--- config.mk ---
export PLATFORM = sky130hd
export DESIGN_NAME = fw_op_decoder
export DESIGN_NICKNAME = d
export VERILOG_FILES = /design/src/rtl/fw_op_decoder_pkg.sv /design/src/rtl/fw_op_decoder_idx_counter.sv /design/src/rtl/fw_op_decoder.sv
export SDC_FILE = /design/constraint.sdc
export NUM_CORES = 1
export LEC_CHECK = 0
export CORE_UTILIZATION = 50
export CTS_CLUSTER_DIAMETER = 30
export DETAILED_ROUTE_END_ITERATION = 16
export PLACE_DENSITY = 0.78
export SETUP_SLACK_MARGIN = 0.4
export SLEW_MARGIN = 30
export SYNTH_ARGS = -nofsm -noshare
export SYNTH_HDL_FRONTEND = slang
export SYNTH_SLANG_ARGS = --single-unit
export TNS_END_PERCENT = 50
--- constraint.sdc ---
create_clock -name fw_axi_clk -period 4.7 [get_ports fw_axi_clk]
set_input_delay 0.705 -clock fw_axi_clk [delete_from_list [all_inputs] [get_ports fw_axi_clk]]
set_output_delay 0.705 -clock fw_axi_clk [all_outputs]
set_load 0.01 [all_outputs]
--- src/rtl/fw_op_decoder_pkg.sv ---
// cms_pix28_package: shared op codes, status bit indices, array indices and ids
// used by the firmware command decoder and the IP test state machines.
// Ports: none (package).
package cms_pix28_package;

  typedef enum logic [3:0] {
    NOOP              = 4'h0,
    W_RST_FW          = 4'h1,
    W_CFG_STATIC_0    = 4'h2,
    R_CFG_STATIC_0    = 4'h3,
    W_CFG_STATIC_1    = 4'h4,
    R_CFG_STATIC_1    = 4'h5,
    W_CFG_ARRAY_0     = 4'h6,
    R_CFG_ARRAY_0     = 4'h7,
    W_CFG_ARRAY_1     = 4'h8,
    R_CFG_ARRAY_1     = 4'h9,
    W_CFG_ARRAY_2     = 4'hA,
    R_CFG_ARRAY_2     = 4'hB,
    R_DATA_ARRAY_0    = 4'hC,
    R_DATA_ARRAY_1    = 4'hD,
    W_STATUS_FW_CLEAR = 4'hE,
    W_EXECUTE         = 4'hF
  } op_code_t;

  typedef enum logic [2:0] {IDLE, DECODE, RD_WAIT, EXEC_BUSY, RST} state_t_op_dec;

  localparam int status_index_rst_fw        = 0;
  localparam int status_index_w_cfg_static_0 = 1;
  localparam int status_index_r_cfg_static_0 = 2;
  localparam int status_index_w_cfg_static_1 = 3;
  localparam int status_index_r_cfg_static_1 = 4;
  localparam int status_index_w_cfg_array_0 = 5;
  localparam int status_index_r_cfg_array_0 = 6;
  localparam int status_index_w_cfg_array_1 = 7;
  localparam int status_index_r_cfg_array_1 = 8;
  localparam int status_index_w_cfg_array_2 = 9;
  localparam int status_index_r_cfg_array_2 = 10;
  localparam int status_index_r_data_array_0 = 11;
  localparam int status_index_r_data_array_1 = 12;
  localparam int status_index_execute       = 13;
  localparam int status_index_test_done_0   = 14;  // bits 14..17, one per test number
  localparam int status_index_cmd_dropped   = 18;
  localparam int status_index_error         = 31;

  localparam logic [2:0] windex_cfg_0  = 3'd0;
  localparam logic [2:0] windex_cfg_1  = 3'd1;
  localparam logic [2:0] windex_cfg_2  = 3'd2;
  localparam logic [2:0] windex_data_0 = 3'd3;
  localparam logic [2:0] windex_data_1 = 3'd4;

  localparam logic [3:0] firmware_id_1 = 4'h1;
  localparam logic [3:0] firmware_id_2 = 4'h2;

  localparam logic [3:0] test_number_1 = 4'b0001;
  localparam logic [3:0] test_number_2 = 4'b0010;
  localparam logic [3:0] test_number_3 = 4'b0100;
  localparam logic [3:0] test_number_4 = 4'b1000;

  // Status bit raised when a storage/static command completes.
  function automatic logic [4:0] op_status_index(input op_code_t op);
    case (op)
      W_RST_FW:       op_status_index = 5'(status_index_rst_fw);
      W_CFG_STATIC_0: op_status_index = 5'(status_index_w_cfg_static_0);
      R_CFG_STATIC_0: op_status_index = 5'(status_index_r_cfg_static_0);
      W_CFG_STATIC_1: op_status_index = 5'(status_index_w_cfg_static_1);
      R_CFG_STATIC_1: op_status_index = 5'(status_index_r_cfg_static_1);
      W_CFG_ARRAY_0:  op_status_index = 5'(status_index_w_cfg_array_0);
      R_CFG_ARRAY_0:  op_status_index = 5'(status_index_r_cfg_array_0);
      W_CFG_ARRAY_1:  op_status_index = 5'(status_index_w_cfg_array_1);
      R_CFG_ARRAY_1:  op_status_index = 5'(status_index_r_cfg_array_1);
      W_CFG_ARRAY_2:  op_status_index = 5'(status_index_w_cfg_array_2);
      R_CFG_ARRAY_2:  op_status_index = 5'(status_index_r_cfg_array_2);
      R_DATA_ARRAY_0: op_status_index = 5'(status_index_r_data_array_0);
      R_DATA_ARRAY_1: op_status_index = 5'(status_index_r_data_array_1);
      W_EXECUTE:      op_status_index = 5'(status_index_execute);
      default:        op_status_index = 5'(status_index_error);
    endcase
  endfunction

  // Word-index counter (and rd_sel value) owned by an array op.
  function automatic logic [2:0] op_windex(input op_code_t op);
    case (op)
      W_CFG_ARRAY_0, R_CFG_ARRAY_0: op_windex = windex_cfg_0;
      W_CFG_ARRAY_1, R_CFG_ARRAY_1: op_windex = windex_cfg_1;
      W_CFG_ARRAY_2, R_CFG_ARRAY_2: op_windex = windex_cfg_2;
      R_DATA_ARRAY_0:               op_windex = windex_data_0;
      R_DATA_ARRAY_1:               op_windex = windex_data_1;
      default:                      op_windex = windex_cfg_0;
    endcase
  endfunction

endpackage

--- src/rtl/fw_op_decoder_idx_counter.sv ---
// Modulo-N word-index counter: counts 0..N-1 then wraps to 0; clear has priority.
// Ports: i_clk, i_rst_n (async active-low), i_clr, i_inc, o_idx[W-1:0].
// Latency: o_idx reflects a clear/increment one cycle later; no backpressure.
module fw_op_idx_counter #(
  parameter int N = 217,
  parameter int W = 8
) (
  input  logic         i_clk,
  input  logic         i_rst_n,
  input  logic         i_clr,
  input  logic         i_inc,
  output logic [W-1:0] o_idx
);

  logic [W-1:0] r_idx;

  always_ff @(posedge i_clk or negedge i_rst_n) begin
    if (!i_rst_n) begin
      r_idx <= '0;
    end else if (i_clr) begin
      r_idx <= '0;
    end else if (i_inc) begin
      r_idx <= (r_idx == W'(N - 1)) ? '0 : r_idx + W'(1);
    end
  end

  assign o_idx = r_idx;

endmodule

--- src/rtl/fw_op_decoder.sv ---
// Command front-end for one firmware IP: decodes {device_id, op_code, body} words,
// owns static cfg regs, array word indices, read-back handshake, sticky status.
// Ports: wr_* command in (wr_ready high only in IDLE), arr_wr_* / rd_* storage side,
// exec_*/test_done/fw_rst_req IP side, status out. Latency: 2 cycles word->effect.
module fw_op_decoder
  import cms_pix28_package::*;
#(
  parameter logic [3:0] FW_ID      = 4'h1,
  parameter int         CFG_WORDS  = 217,
  parameter int         DATA_WORDS = 32,
  parameter int         RD_TIMEOUT = 255,
  parameter int         RST_CYCLES = 4
) (
  input  logic        fw_axi_clk,
  input  logic        fw_rst_n,
  input  logic [31:0] wr_word,
  input  logic        wr_valid,
  output logic        wr_ready,
  output logic [23:0] cfg_static_0,
  output logic [23:0] cfg_static_1,
  output logic [2:0]  arr_wr_en,
  output logic [7:0]  arr_wr_addr,
  output logic [23:0] arr_wr_data,
  output logic        rd_req,
  output logic [2:0]  rd_sel,
  output logic [7:0]  rd_addr,
  input  logic        rd_ack,
  input  logic [23:0] rd_din,
  output logic [31:0] rd_word,
  output logic        rd_valid,
  output logic        exec_start,
  output logic [23:0] exec_cfg,
  input  logic [3:0]  test_done,
  output logic        fw_rst_req,
  output logic [31:0] status
);

  localparam logic [7:0] LP_TMO_LAST = 8'(RD_TIMEOUT - 1);
  localparam logic [7:0] LP_RST_LAST = 8'(RST_CYCLES - 1);

  state_t_op_dec r_state, w_state_nxt;

  logic [31:0] r_word, w_word_nxt;
  logic [7:0]  r_cnt, w_cnt_nxt;
  logic [23:0] r_cfg0, w_cfg0_nxt, r_cfg1, w_cfg1_nxt;
  logic [2:0]  r_arr_en, w_arr_en_nxt;
  logic [7:0]  r_arr_addr, w_arr_addr_nxt;
  logic [23:0] r_arr_data, w_arr_data_nxt;
  logic        r_rd_req, w_rd_req_nxt;
  logic [2:0]  r_rd_sel, w_rd_sel_nxt;
  logic [7:0]  r_rd_addr, w_rd_addr_nxt;
  logic [31:0] r_rd_word, w_rd_word_nxt;
  logic        r_rd_valid, w_rd_valid_nxt;
  logic        r_exec_start, w_exec_start_nxt;
  logic [23:0] r_exec_cfg, w_exec_cfg_nxt;
  logic [3:0]  r_test_num, w_test_num_nxt;
  logic        r_fw_rst_req, w_fw_rst_req_nxt;
  logic [31:0] r_status, w_status_nxt;
  logic        r_wr_ready;

  logic [4:0]      w_idx_inc;
  logic            w_idx_clr;
  logic [4:0][7:0] w_idx;
  logic            w_go_rst, w_drop;

  op_code_t    w_op;
  logic [23:0] w_body;
  logic        w_id_ok, w_tn_onehot, w_busy_rst;
  logic [3:0]  w_test_num;
  logic [2:0]  w_win;
  logic [4:0]  w_sidx;

  // Five index counters: cfg arrays 0..2 then data arrays 0..1 (same order as rd_sel).
  for (genvar g = 0; g < 5; g++) begin : g_idx
    fw_op_idx_counter #(.N(g < 3 ? CFG_WORDS : DATA_WORDS), .W(8)) u_idx (
      .i_clk   (fw_axi_clk),
      .i_rst_n (fw_rst_n),
      .i_clr   (w_idx_clr),
      .i_inc   (w_idx_inc[g]),
      .o_idx   (w_idx[g])
    );
  end

  assign w_op        = op_code_t'(r_word[27:24]);
  assign w_body      = r_word[23:0];
  assign w_id_ok     = (r_word[31:28] == FW_ID) && (FW_ID != 4'h0);
  // IP1 and IP2 carry the test number in different body fields.
  assign w_test_num  = (FW_ID == firmware_id_2) ? w_body[15:12] : w_body[17:14];
  assign w_tn_onehot = (w_test_num != 4'b0) && ((w_test_num & (w_test_num - 4'd1)) == 4'b0);
  assign w_win       = op_windex(w_op);
  assign w_sidx      = op_status_index(w_op);
  // Only a reset command for this IP may interrupt a running test.
  assign w_busy_rst  = wr_valid && (wr_word[31:28] == FW_ID) && (FW_ID != 4'h0) &&
                       (wr_word[27:24] == W_RST_FW);

  always_ff @(posedge fw_axi_clk or negedge fw_rst_n) begin
    if (!fw_rst_n) r_state <= IDLE;
    else           r_state <= w_state_nxt;
  end

  always_comb begin
    w_state_nxt      = r_state;
    w_word_nxt       = r_word;
    w_cnt_nxt        = r_cnt;
    w_cfg0_nxt       = r_cfg0;
    w_cfg1_nxt       = r_cfg1;
    w_arr_en_nxt     = 3'b000;
    w_arr_addr_nxt   = r_arr_addr;
    w_arr_data_nxt   = r_arr_data;
    w_rd_req_nxt     = r_rd_req;
    w_rd_sel_nxt     = r_rd_sel;
    w_rd_addr_nxt    = r_rd_addr;
    w_rd_word_nxt    = r_rd_word;
    w_rd_valid_nxt   = 1'b0;
    w_exec_start_nxt = 1'b0;
    w_exec_cfg_nxt   = r_exec_cfg;
    w_test_num_nxt   = r_test_num;
    w_fw_rst_req_nxt = r_fw_rst_req;
    w_status_nxt     = r_status;
    w_idx_inc        = 5'b0;
    w_idx_clr        = 1'b0;
    w_go_rst         = 1'b0;
    w_drop           = 1'b0;
    case (r_state)
      IDLE: begin
        if (wr_valid) begin
          w_word_nxt  = wr_word;
          w_state_nxt = DECODE;
        end
      end
      DECODE: begin
        w_drop      = wr_valid;
        w_state_nxt = IDLE;
        if (w_id_ok) begin
          case (w_op)
            W_RST_FW: w_go_rst = 1'b1;
            W_CFG_STATIC_0: begin
              w_cfg0_nxt           = w_body;
              w_status_nxt[w_sidx] = 1'b1;
            end
            W_CFG_STATIC_1: begin
              w_cfg1_nxt           = w_body;
              w_status_nxt[w_sidx] = 1'b1;
            end
            R_CFG_STATIC_0, R_CFG_STATIC_1: begin
              w_rd_word_nxt        = {FW_ID, w_op, (w_op == R_CFG_STATIC_0) ? r_cfg0 : r_cfg1};
              w_rd_valid_nxt       = 1'b1;
              w_status_nxt[w_sidx] = 1'b1;
            end
            W_CFG_ARRAY_0, W_CFG_ARRAY_1, W_CFG_ARRAY_2: begin
              w_arr_en_nxt         = 3'b001 << w_win;
              w_arr_addr_nxt       = w_idx[w_win];
              w_arr_data_nxt       = w_body;
              w_idx_inc[w_win]     = 1'b1;
              w_status_nxt[w_sidx] = 1'b1;
            end
            R_CFG_ARRAY_0, R_CFG_ARRAY_1, R_CFG_ARRAY_2, R_DATA_ARRAY_0, R_DATA_ARRAY_1: begin
              w_rd_req_nxt  = 1'b1;
              w_rd_sel_nxt  = w_win;
              w_rd_addr_nxt = w_idx[w_win];
              w_cnt_nxt     = 8'd0;
              w_state_nxt   = RD_WAIT;
            end
            W_STATUS_FW_CLEAR: w_status_nxt = 32'b0;
            W_EXECUTE: begin
              if (w_tn_onehot) begin
                w_exec_start_nxt                   = 1'b1;
                w_exec_cfg_nxt                     = w_body;
                w_test_num_nxt                     = w_test_num;
                w_status_nxt[status_index_execute] = 1'b1;
                w_state_nxt                        = EXEC_BUSY;
              end else begin
                w_status_nxt[status_index_error] = 1'b1;
              end
            end
            default: ;
          endcase
        end
      end
      RD_WAIT: begin
        w_drop = wr_valid;
        if (rd_ack) begin
          w_rd_req_nxt         = 1'b0;
          w_rd_word_nxt        = {FW_ID, w_op, rd_din};
          w_rd_valid_nxt       = 1'b1;
          w_idx_inc[r_rd_sel]  = 1'b1;
          w_status_nxt[w_sidx] = 1'b1;
          w_state_nxt          = IDLE;
        end else if (r_cnt == LP_TMO_LAST) begin
          // Timeout leaves the index where it was so the read can be retried.
          w_rd_req_nxt                     = 1'b0;
          w_status_nxt[status_index_error] = 1'b1;
          w_state_nxt                      = IDLE;
        end else begin
          w_cnt_nxt = r_cnt + 8'd1;
        end
      end
      EXEC_BUSY: begin
        // A reset in the same cycle as test_done wins; the done bit is not recorded.
        if (w_busy_rst) begin
          w_go_rst = 1'b1;
        end else begin
          w_drop = wr_valid;
          if ((test_done & r_test_num) != 4'b0) begin
            w_status_nxt[status_index_test_done_0 +: 4] =
              w_status_nxt[status_index_test_done_0 +: 4] | r_test_num;
            w_state_nxt = IDLE;
          end
        end
      end
      RST: begin
        if (r_cnt == LP_RST_LAST) begin
          w_fw_rst_req_nxt = 1'b0;
          w_status_nxt     = 32'b0;
          w_status_nxt[status_index_rst_fw] = 1'b1;
          w_state_nxt      = IDLE;
        end else begin
          w_cnt_nxt = r_cnt + 8'd1;
        end
      end
      default: w_state_nxt = IDLE;
    endcase
    if (w_go_rst) begin
      w_state_nxt      = RST;
      w_fw_rst_req_nxt = 1'b1;
      w_cfg0_nxt       = 24'b0;
      w_cfg1_nxt       = 24'b0;
      w_status_nxt     = 32'b0;
      w_idx_clr        = 1'b1;
      w_cnt_nxt        = 8'd0;
    end else if (w_drop) begin
      w_status_nxt[status_index_cmd_dropped] = 1'b1;
    end
  end

  always_ff @(posedge fw_axi_clk or negedge fw_rst_n) begin
    if (!fw_rst_n) begin
      r_word       <= '0;
      r_cnt        <= '0;
      r_cfg0       <= '0;
      r_cfg1       <= '0;
      r_arr_en     <= '0;
      r_arr_addr   <= '0;
      r_arr_data   <= '0;
      r_rd_req     <= 1'b0;
      r_rd_sel     <= '0;
      r_rd_addr    <= '0;
      r_rd_word    <= '0;
      r_rd_valid   <= 1'b0;
      r_exec_start <= 1'b0;
      r_exec_cfg   <= '0;
      r_test_num   <= '0;
      r_fw_rst_req <= 1'b0;
      r_status     <= '0;
      r_wr_ready   <= 1'b0;
    end else begin
      r_word       <= w_word_nxt;
      r_cnt        <= w_cnt_nxt;
      r_cfg0       <= w_cfg0_nxt;
      r_cfg1       <= w_cfg1_nxt;
      r_arr_en     <= w_arr_en_nxt;
      r_arr_addr   <= w_arr_addr_nxt;
      r_arr_data   <= w_arr_data_nxt;
      r_rd_req     <= w_rd_req_nxt;
      r_rd_sel     <= w_rd_sel_nxt;
      r_rd_addr    <= w_rd_addr_nxt;
      r_rd_word    <= w_rd_word_nxt;
      r_rd_valid   <= w_rd_valid_nxt;
      r_exec_start <= w_exec_start_nxt;
      r_exec_cfg   <= w_exec_cfg_nxt;
      r_test_num   <= w_test_num_nxt;
      r_fw_rst_req <= w_fw_rst_req_nxt;
      r_status     <= w_status_nxt;
      // Registered so it stays low through reset and rises on the first clock after.
      r_wr_ready   <= (w_state_nxt == IDLE);
    end
  end

  assign wr_ready     = r_wr_ready;
  assign cfg_static_0 = r_cfg0;
  assign cfg_static_1 = r_cfg1;
  assign arr_wr_en    = r_arr_en;
  assign arr_wr_addr  = r_arr_addr;
  assign arr_wr_data  = r_arr_data;
  assign rd_req       = r_rd_req;
  assign rd_sel       = r_rd_sel;
  assign rd_addr      = r_rd_addr;
  assign rd_word      = r_rd_word;
  assign rd_valid     = r_rd_valid;
  assign exec_start   = r_exec_start;
  assign exec_cfg     = r_exec_cfg;
  assign fw_rst_req   = r_fw_rst_req;
  assign status       = r_status;

endmodule

# == After elaboration in Yosys (flattened, before gate mapping) ==
# Memory sizes are Yosys's and may differ from the RTL's.
# Cells that the tools add are included.
# classes
add_sub_neg,7
mul,0
div,0
n_lt_le_gt_ge,6
n_eq_ne,52
n_shift,1
n_mux,104
bitwise_logic,4
n_reduce_logical,46
# op_table
operator,count
24-bit two-way mux,9
8-bit two-way mux,22
32-bit two-way mux,5
14-bit case mux with 3 select lines,2
32-bit case mux with 2 select lines,1
8-bit by 1-bit adder with 8-bit output (second input constant),6
17-bit case mux with 2 select lines,1
4-bit equality test (second input constant),8
8-bit equality test (second input constant),4
32-bit OR,1
31-bit two-way mux,1
3-bit two-way mux,10
1-bit two-way mux,28
3-bit != test (second input constant),9
13-bit case mux with 2 select lines,1
8-bit binary-select mux with 3-bit select,1
4-bit != test (second input constant),6
8-bit case mux with 3 select lines,1
2-bit nonzero test,12
18-bit two-way mux,1
6-bit AND reduction,3
4-bit by 1-bit equality test with 1-bit output (second input constant),4
4-bit by 3-bit equality test with 1-bit output (second input constant),4
8-bit by 5-bit equality test with 1-bit output (second input constant),2
45 further kinds,78
# word_totals
reg_bits,274
latchBits,0
ram_bits,0
mem_bits_ro,128
input_bits,64
out_inout_bits,187
mem_count,2
# memory_table
memory,words,width,rd,rd_clocked_by_memory_dff,write_ports,line_no,rtl
(name not given),16,5,1,0,0,fw_op_decoder_pkg.sv:61,case (op)
(name not given),16,3,1,0,0,fw_op_decoder_pkg.sv:82,case (op)

# == Depth between registers and ports, before layout ==
# Gate-level depths: netlist of the first run.
# An unclocked memory read counts as a cell.
# depth
depth_word,11
ltp_mapped,11
ltp_nobuf,8

# == Hierarchy ==
# A second synthesis of the first run with hierarchy kept.
# unflattened
cells_unflattened,1150
hier_area_um2,12515.8
# by_module_without_submodules
module,n_inst,cells_per_inst,area_each_um2
fw_op_decoder,1,931,10363.7
fw_op_idx_counter (g_idx[0].u_idx ...),3,45,432.9
fw_op_idx_counter (g_idx[3].u_idx ...),2,42,426.7

# == Least setup slack after synthesis of the first run ==
# Ideal clock, no wire load.
# synth_timing
path_type,input port to flip-flop
startpoint,input wr_word[30]
endpoint,"register r_status[29], in the netlist status[29]"
setup_ns,0.121
arrival_ns,2.311
setup_slack_ns,2.268
stages,8
path_cell_list,nor4bb_1 nand4_1 and2_1 clkbuf_1 a21o_1 buf_2 and2_1 a22o_1
# synth_between
elab_chain_cells,7
word_cells_on_any_way,12
classes_between,5 x eq/ne; 3 x mux; 4 x reduce/logical
# synth_lines
element,line_no,rtl
start: declaration,fw_op_decoder.sv:16,"input logic [31:0] wr_word,"
4-bit by 1-bit equality test with 1-bit output *,fw_op_decoder.sv:93,assign w_busy_rst = wr_valid && (wr_word[31:28] == FW_ID) && (FW_ID != 4'h0) &&
1-bit logical AND * (2 in a row),fw_op_decoder.sv:93,
1-bit two-way mux *,fw_op_decoder.sv:200,if (w_busy_rst) begin
1-bit case mux with 2 select lines *,fw_op_decoder.sv:124,case (r_state)
"4-bit by 3-bit != test with 1-bit output (no source line), or another cell as far along",--,
5-bit AND reduction (no source line),--,
end signal: assignment,fw_op_decoder.sv:273,r_status <= w_status_nxt;
end: declaration,fw_op_decoder.sv:58,"logic [31:0] r_status, w_status_nxt;"
# Every way passes the cells marked *; elsewhere a longest branch is shown, timed or not.
# A chain may end at the register's enable or synchronous reset.

# == Worst setup path in the final report of the first run ==
# layout_timing
startpoint,register r_word[25]
endpoint,register r_cnt[5]
# layout_between
elab_chain_cells,6
word_cells_on_any_way,18
classes_between,11 x eq/ne; 4 x mux; 3 x reduce/logical
# layout_lines
element,line_no,rtl
start: declaration,fw_op_decoder.sv:43,"logic [31:0] r_word, w_word_nxt;"
start signal: assignment,fw_op_decoder.sv:257,r_word <= w_word_nxt;
4-bit by 1-bit equality test with 1-bit output,fw_op_decoder.sv:135,case (w_op)
1-bit two-way mux,fw_op_decoder.sv:135,
1-bit two-way mux,fw_op_decoder.sv:134,if (w_id_ok) begin
1-bit case mux with 2 select lines,fw_op_decoder.sv:124,
"3-bit by 2-bit != test with 1-bit output (no source line), or another cell as far along",--,
6-bit AND reduction (no source line),--,
end signal: assignment,fw_op_decoder.sv:258,r_cnt <= w_cnt_nxt;
end: declaration,fw_op_decoder.sv:44,"logic [7:0] r_cnt, w_cnt_nxt;"
# Several ways; a longest one is shown, not always the timed one.

==> flow_metrics.tcl, run 1 <==
set metrics [dict create \
    met2_length_mm 16.0 \
    ff2ff_path_depth 8 \
    cts_max_level 2 \
    r2r_end "r_cnt[5]" \
    vdd_drop_max_mv 0.372 \
    grt_max_degree 119 \
    track_usage 0.288 \
    arrival_ns 3.60 \
    fin_cells 1749 \
    cts_tree "yes" \
    grt_pass1_vias 9947 \
    layout_common_cells "dfrtp_1 (267), clkdlybuf4s50_1 (246), nand2_1 (98)" \
    maxCapViolCount 0 \
    crit_slowest_cell "or3_1" \
    r2r_slack_ns 1.58 \
    synth.area.top_cells "dfrtp_1 (54%), mux2_2 (7.6%), a22o_1 (4.5%)" \
    cts_made_buffers 51 \
    synth_top_area_cell "dfrtp_1" \
    timing.hold.ws_ns 0.0608 \
    path_cells "inv_1, ha_1, nand3b_1, a21oi_1, or3_1, and3_1, or4_1, nand3_1" \
    path_buf_inv 1 \
    wl_per_cell_um 20.5 \
    seq_area_frac_synth 0.541 \
    dp.cells 1650 \
    grt.overflow.total 0 \
    ys.flop_type "dfrtp_1" \
    r2r-start "r_word[25]" \
    die_h_um 159 \
    p_per_area_nw_per_um2 520 \
    syn_area_per_cell_um2 10.9 \
    cts.clk_slew.worst_paths_ns 0.05 \
    ant_nets 0 \
    dpl.hpwl_mm 24.8 \
    core_area_um2 24200 \
    slowest_delay_ns 0.53 \
    top_layer "met4" \
    clock_sinks 267 \
    status "finished clean" \
    insertion_delay_ns 0.55 \
    syn_inst 1132 \
    drt_iter0_drc 776 \
    syn_area_um2 12300 \
    worst_pin_slew_ns 0.979 \
    skew_ns 0.0100 \
    fin_tns_setup_ns 0 \
    area_growth_pct 37.4 \
    start_util 0.509 \
    synth-xor-area-share 0.00355 \
    hp-class "in -> async" \
    stdcell_area_um2 17000 \
    dr.pass1.iters 7 \
    vias_per_cell 5.85 \
    finalSetupViolCount 0 \
    port_buffers 247 \
    p_leak_nw 7.48 \
    routed_wl_mm 35.9 \
    ys_ff_latch 267 \
    synth-simple-area-share 0.150 \
    path_max_fanout 12 \
    die-area_um2 25300 \
    wl_met1_mm 15.6 \
    antenna_found_initial 1 \
    via_count 10200 \
    hold_buffers 0 \
    synth_cell_types 72 \
    final_common_cell "dfrtp_1" \
    postPlaceCellArea_um2 15100 \
    synth.mux.area_fraction 0.113 \
    rsz0062_at_grt "false" \
    path_class "reg -> reg" \
    drcViolationCount 0 \
    drv_slew 0 \
    die_x_um 159 \
    hold_viol 0 \
    critPathTopFamily "simple AND/OR/NAND/NOR gates" \
    synth_compound_area_frac 0.146 \
    gp_congestion 0.902 \
    utilization 0.699 \
    finalCriticalPeriod_ns 3.12 \
    cts_buffer_depth 3 \
    clock.fmax_mhz 320 \
    cp-start-kind "flop" \
    cp.required_ns 5.18 \
    synth_top_area_share 0.541 \
    synthArstFlopShare 1.00 \
    cts_setup_buffers 0 \
    grt_pass1_wl_mm 57.2 \
    post-route-period-util 0.664 \
    drive_above_1_share 0.158 \
    synth_top_family_by_area "simple AND/OR/NAND/NOR gates" \
    max_slew_margin 0.348 \
    cts_resized 0 \
    nets 1460 \
    synth_edf_count 0 \
    num_rows 57 \
    fillers 1777 \
    synthAdderAreaFrac 0.0160 \
    root_buffer "clkbuf_16" \
    pin_count 251 \
    synth_warnings 0 \
    end_kind "flop" \
    route.met3.wl_mm 2.83 \
]
-- power by group --
part / switching [mW] / internal [mW]
Clock: 1.26 / 2.51
Sequential: 0.408 / 2.68
Combinational: 0.955 / 1.01
-- logic make-up (layout without fill, tap and decap cells) --
group | count (synthesis) | after routing
fa+ha+maj | 16 | 16
flops | 267 | 267
buf+inv | 88 | 378
other cells | 1 | 4
simple gates | 363 | 363
compound gates | 273 | 273
xor+xnor | 5 | 5
mux | 119 | 119
-- state kept, by name, summed over array words and instances, names as in the netlist --
register and flops:
arr_wr_addr 8, r_word 32, rd_req 1, cfg_static_0 24, g_idx.u_idx.o_idx 40, r_state 3, rd_sel 3, rd_word 29
arr_wr_en 3, rd_valid 1, arr_wr_data 24, status 32, fw_rst_req 1, r_cnt 8, exec_cfg 24, exec_start 1
wr_ready 1, rd_addr 8, cfg_static_1 24
-- worst max-delay path by stage --
stage                         endpoint  cells past startpoint         from
3_3_place_gp                  r_cnt[5]                      7     wr_valid
5_1_grt        g_idx[1].u_idx.o_idx[4]                      7   r_word[25]
2_1_floorplan               status[29]                      8  wr_word[30]
4_1_cts        g_idx[1].u_idx.o_idx[3]                      7   r_word[25]
3_5_place_dp                 status[5]                      7     wr_valid
6_report                      r_cnt[5]                      8   r_word[25]
-- stage by stage --
| stage | worst slack [ns] | power, mW |
|---|---|---|
| 4_1_cts | 1.51 | 8.85 |
| 3_3_place_gp | 1.48 | 4.99 |
| 5_1_grt | 1.37 | 9.18 |
| 2_1_floorplan | 2.27 | 4.02 |
| 6_report | 1.58 | 8.82 |
| 3_5_place_dp | 1.38 | 5.04 |
-- cell type report --
type / count / area, um^2 / share of cell area
flip-flops and latches: 267 / 6680 / 0.394
multi-input cells: 779 / 5360 / 0.316
diodes: 1 / 2.50 / 0.000148
inverters: 21 / 78.8 / 0.00465
repair buffers: 261 / 2610 / 0.154
well taps: 324 / 405 / 0.0239
clock buffers: 60 / 1380 / 0.0815
clock inverters: 36 / 434 / 0.0256
-- synth_stat cells, types with 11 or more instances --
| library cell | count |
|---|---|
| dfrtp_1 | 267 |
| nand2_1 | 99 |
| nor2_1 | 92 |
| mux2_2 | 83 |
| o21ai_0 | 76 |
| a22o_1 | 63 |
| a21oi_1 | 61 |
| clkbuf_1 | 42 |
| nand3_1 | 34 |
| mux2i_1 | 28 |
| inv_1 | 21 |
| and2_1 | 18 |
| buf_2 | 18 |
| and3_1 | 17 |
| nor2b_1 | 17 |
| a31oi_1 | 15 |
| ha_1 | 15 |
| nand4_1 | 12 |
| nor3_1 | 11 |
-- metal layers --
metal  up-vias  global-route usage
met3       106              0.0620
met2       496               0.427
li1       4617                   -
met4         0               0.124
met5         -                   0
met1      5015               0.410
Power figures use the tool's default switching activity.
==> inputs of run 2 (changes only) <==
==> constraint.sdc (replaced) <==
create_clock -name fw_axi_clk -period 3 [get_ports fw_axi_clk]
set_input_delay 0.45 -clock fw_axi_clk [delete_from_list [all_inputs] [get_ports fw_axi_clk]]
set_output_delay 0.45 -clock fw_axi_clk [all_outputs]
set_load 0.01 [all_outputs]
==> flow_metrics.tcl, run 2 (same netlist as run 1, synthesis figures left out) <==
set metrics [dict create \
    hold_start "rd_word[28]" \
    dr.pass1.iters 5 \
    wl_per_cell_um 20.8 \
    p_leak_nw 7.61 \
    root_buffer "clkbuf_16" \
    crit_top_cell "buf_4" \
    clock.fmax_mhz 399 \
    cts_max_level 2 \
    hold_viol 0 \
    ff2ff_path_depth 7 \
    fin_tns_setup_ns 0 \
    cp.required_ns 3.48 \
    num_rows 57 \
    post-route-period-util 0.836 \
    die_h_um 159 \
    grt.overflow.total 0 \
    insertion_delay_ns 0.55 \
    layout_common_cells "dfrtp_1 (266), clkdlybuf4s50_1 (246), nand2_1 (97)" \
    crit_slowest_cell "or3b_2" \
    hold-path-endpoint "rd_word[28]" \
    p_total_mw 14.1 \
    r2r-start "r_state[0]" \
    vdd_drop_max_mv 0.518 \
    drcViolationCount 0 \
    drv_slew 0 \
    cts_made_buffers 51 \
    r2r_slack_ns 0.49 \
    finalSetupViolCount 0 \
    ant_nets 0 \
    clock_sinks 267 \
    area_growth_pct 40.3 \
    gp_congestion 0.979 \
    hp-class "reg -> reg" \
    nets 1492 \
    die_x_um 159 \
    track_usage 0.295 \
    drive_above_1_share 0.179 \
    core_area_um2 24200 \
    maxCapViolCount 0 \
    grt_max_degree 99 \
    slowest_delay_ns 0.50 \
    hold_depth 1 \
    end_kind "flop" \
    path_class "reg -> reg" \
    arrival_ns 2.98 \
    finalCriticalPeriod_ns 2.51 \
    antenna_found_initial 1 \
    die-area_um2 25300 \
    cp-start-kind "flop" \
    routed_wl_mm 37.1 \
    rsz0062_at_grt "true" \
    largest_reg_flops 40 \
    r2r_end "status[28]" \
    cts.clk_slew.worst_paths_ns 0.05 \
    grt_pass1_vias 10400 \
    vias_per_cell 5.82 \
    worst_pin_slew_ns 0.787 \
    start_util 0.509 \
    path_cells "buf_4, or3b_2, nor2_1, or3_1, a21o_1, buf_4, and2_1" \
    pin_count 251 \
    port_buffers 247 \
    status "finished clean" \
    path_max_fanout 12 \
    max_slew_margin 0.476 \
    via_count 10400 \
    cts_buffer_depth 3 \
    grt_pass1_wl_mm 58.6 \
    cts_tree "yes" \
    skew_ns 0.0205 \
    p_per_area_nw_per_um2 811 \
    dpl.hpwl_mm 25.7 \
    final_common_cell "dfrtp_1" \
    drt_iter0_drc 859 \
]
run 2: cell count changes in the layout (fill, tap and decap cells not counted), moves of 3 or more:
cell	previous run	this run
buf_12	1	5
buf_4	11	38
clkbuf_1	3	9
ha_1	15	12
ha_4	0	3
inv_6	9	2
run 2: stage by stage:
| stage | instances | hold slack [ns] | area, um^2 | setup WS, ns | utilization |
|---|---|---|---|---|---|
| after floorplan | 1134 | 0.154 | 12400 | 0.669 | - |
| after global placement | 1679 | 0.451 | 15300 | 0.240 | 0.633 |
| after detailed placement | 1679 | 0.452 | 15400 | 0.167 | 0.633 |
| after CTS | 1774 | 0.467 | 17200 | 0.365 | 0.709 |
| after global routing | 1779 | 0.498 | 17300 | 0.385 | 0.714 |
| final | 1780 | 0.464 | 17300 | 0.493 | 0.714 |
run 2: power breakdown:
| group | total (mW) | switching (mW) | internal (mW) |
|---|---|---|---|
| combinational | 3.27 | 1.57 | 1.69 |
| sequential | 4.82 | 0.624 | 4.20 |
| clock | 5.96 | 1.92 | 4.05 |
| total | 14.1 | 4.11 | 9.94 |
run 2: critical path, delay by kind of cell, from the launching register on:
kind                   cells  cell delay [ns]
DFF                        1             0.45
buffers and inverters      2             0.45
and+or+nand+nor            4             1.19
AOI/OAI and AO/OA          1             0.35
run 2: timing repair:
| action | CTS | global route |
|---|---|---|
| hold buffers | 1 | 0 |
| cloned | 0 | 0 |
| gates resized for setup | 6 | 16 |
| setup buffers | 0 | 3 |
| pin swaps | 1 | 4 |
| endpoints found under the setup margin | 31 | 49 |
| hold endpoints to repair | 49 | 0 |
run 2: area by class of cell:
cell class / count / area (um^2)
fillers: 1720 / 6930
diodes: 2 / 5.00
multi-input cells: 779 / 5450
inverters: 21 / 78.8
well taps: 324 / 405
clock buffers: 65 / 1390
clock inverters: 29 / 423
flip-flops and latches: 267 / 6680
repair buffers: 293 / 2890
run 2: routing by layer:
metal / track usage / routed length [um] / up-vias
met2: 0.455 / 17000 / 487
met3: 0.0617 / 2870 / 118
met5: 0 / 0 / -
li1: - / - / 4684
met4: 0.137 / 1530 / 0
met1: 0.403 / 15700 / 5070
run 2: worst max path at each step:
| stage | end | slack [ns] | start |
|---|---|---|---|
| after floorplan | status[13] | 0.67 | r_word[24] |
| after global placement | status[12] | 0.24 | r_word[25] |
| after detailed placement | g_idx[0].u_idx.o_idx[4] | 0.17 | wr_valid |
| after CTS | g_idx[3].u_idx.o_idx[7] | 0.36 | r_word[29] |
| after global routing | status[19] | 0.38 | r_state[0] |
| final | status[28] | 0.49 | r_state[0] |
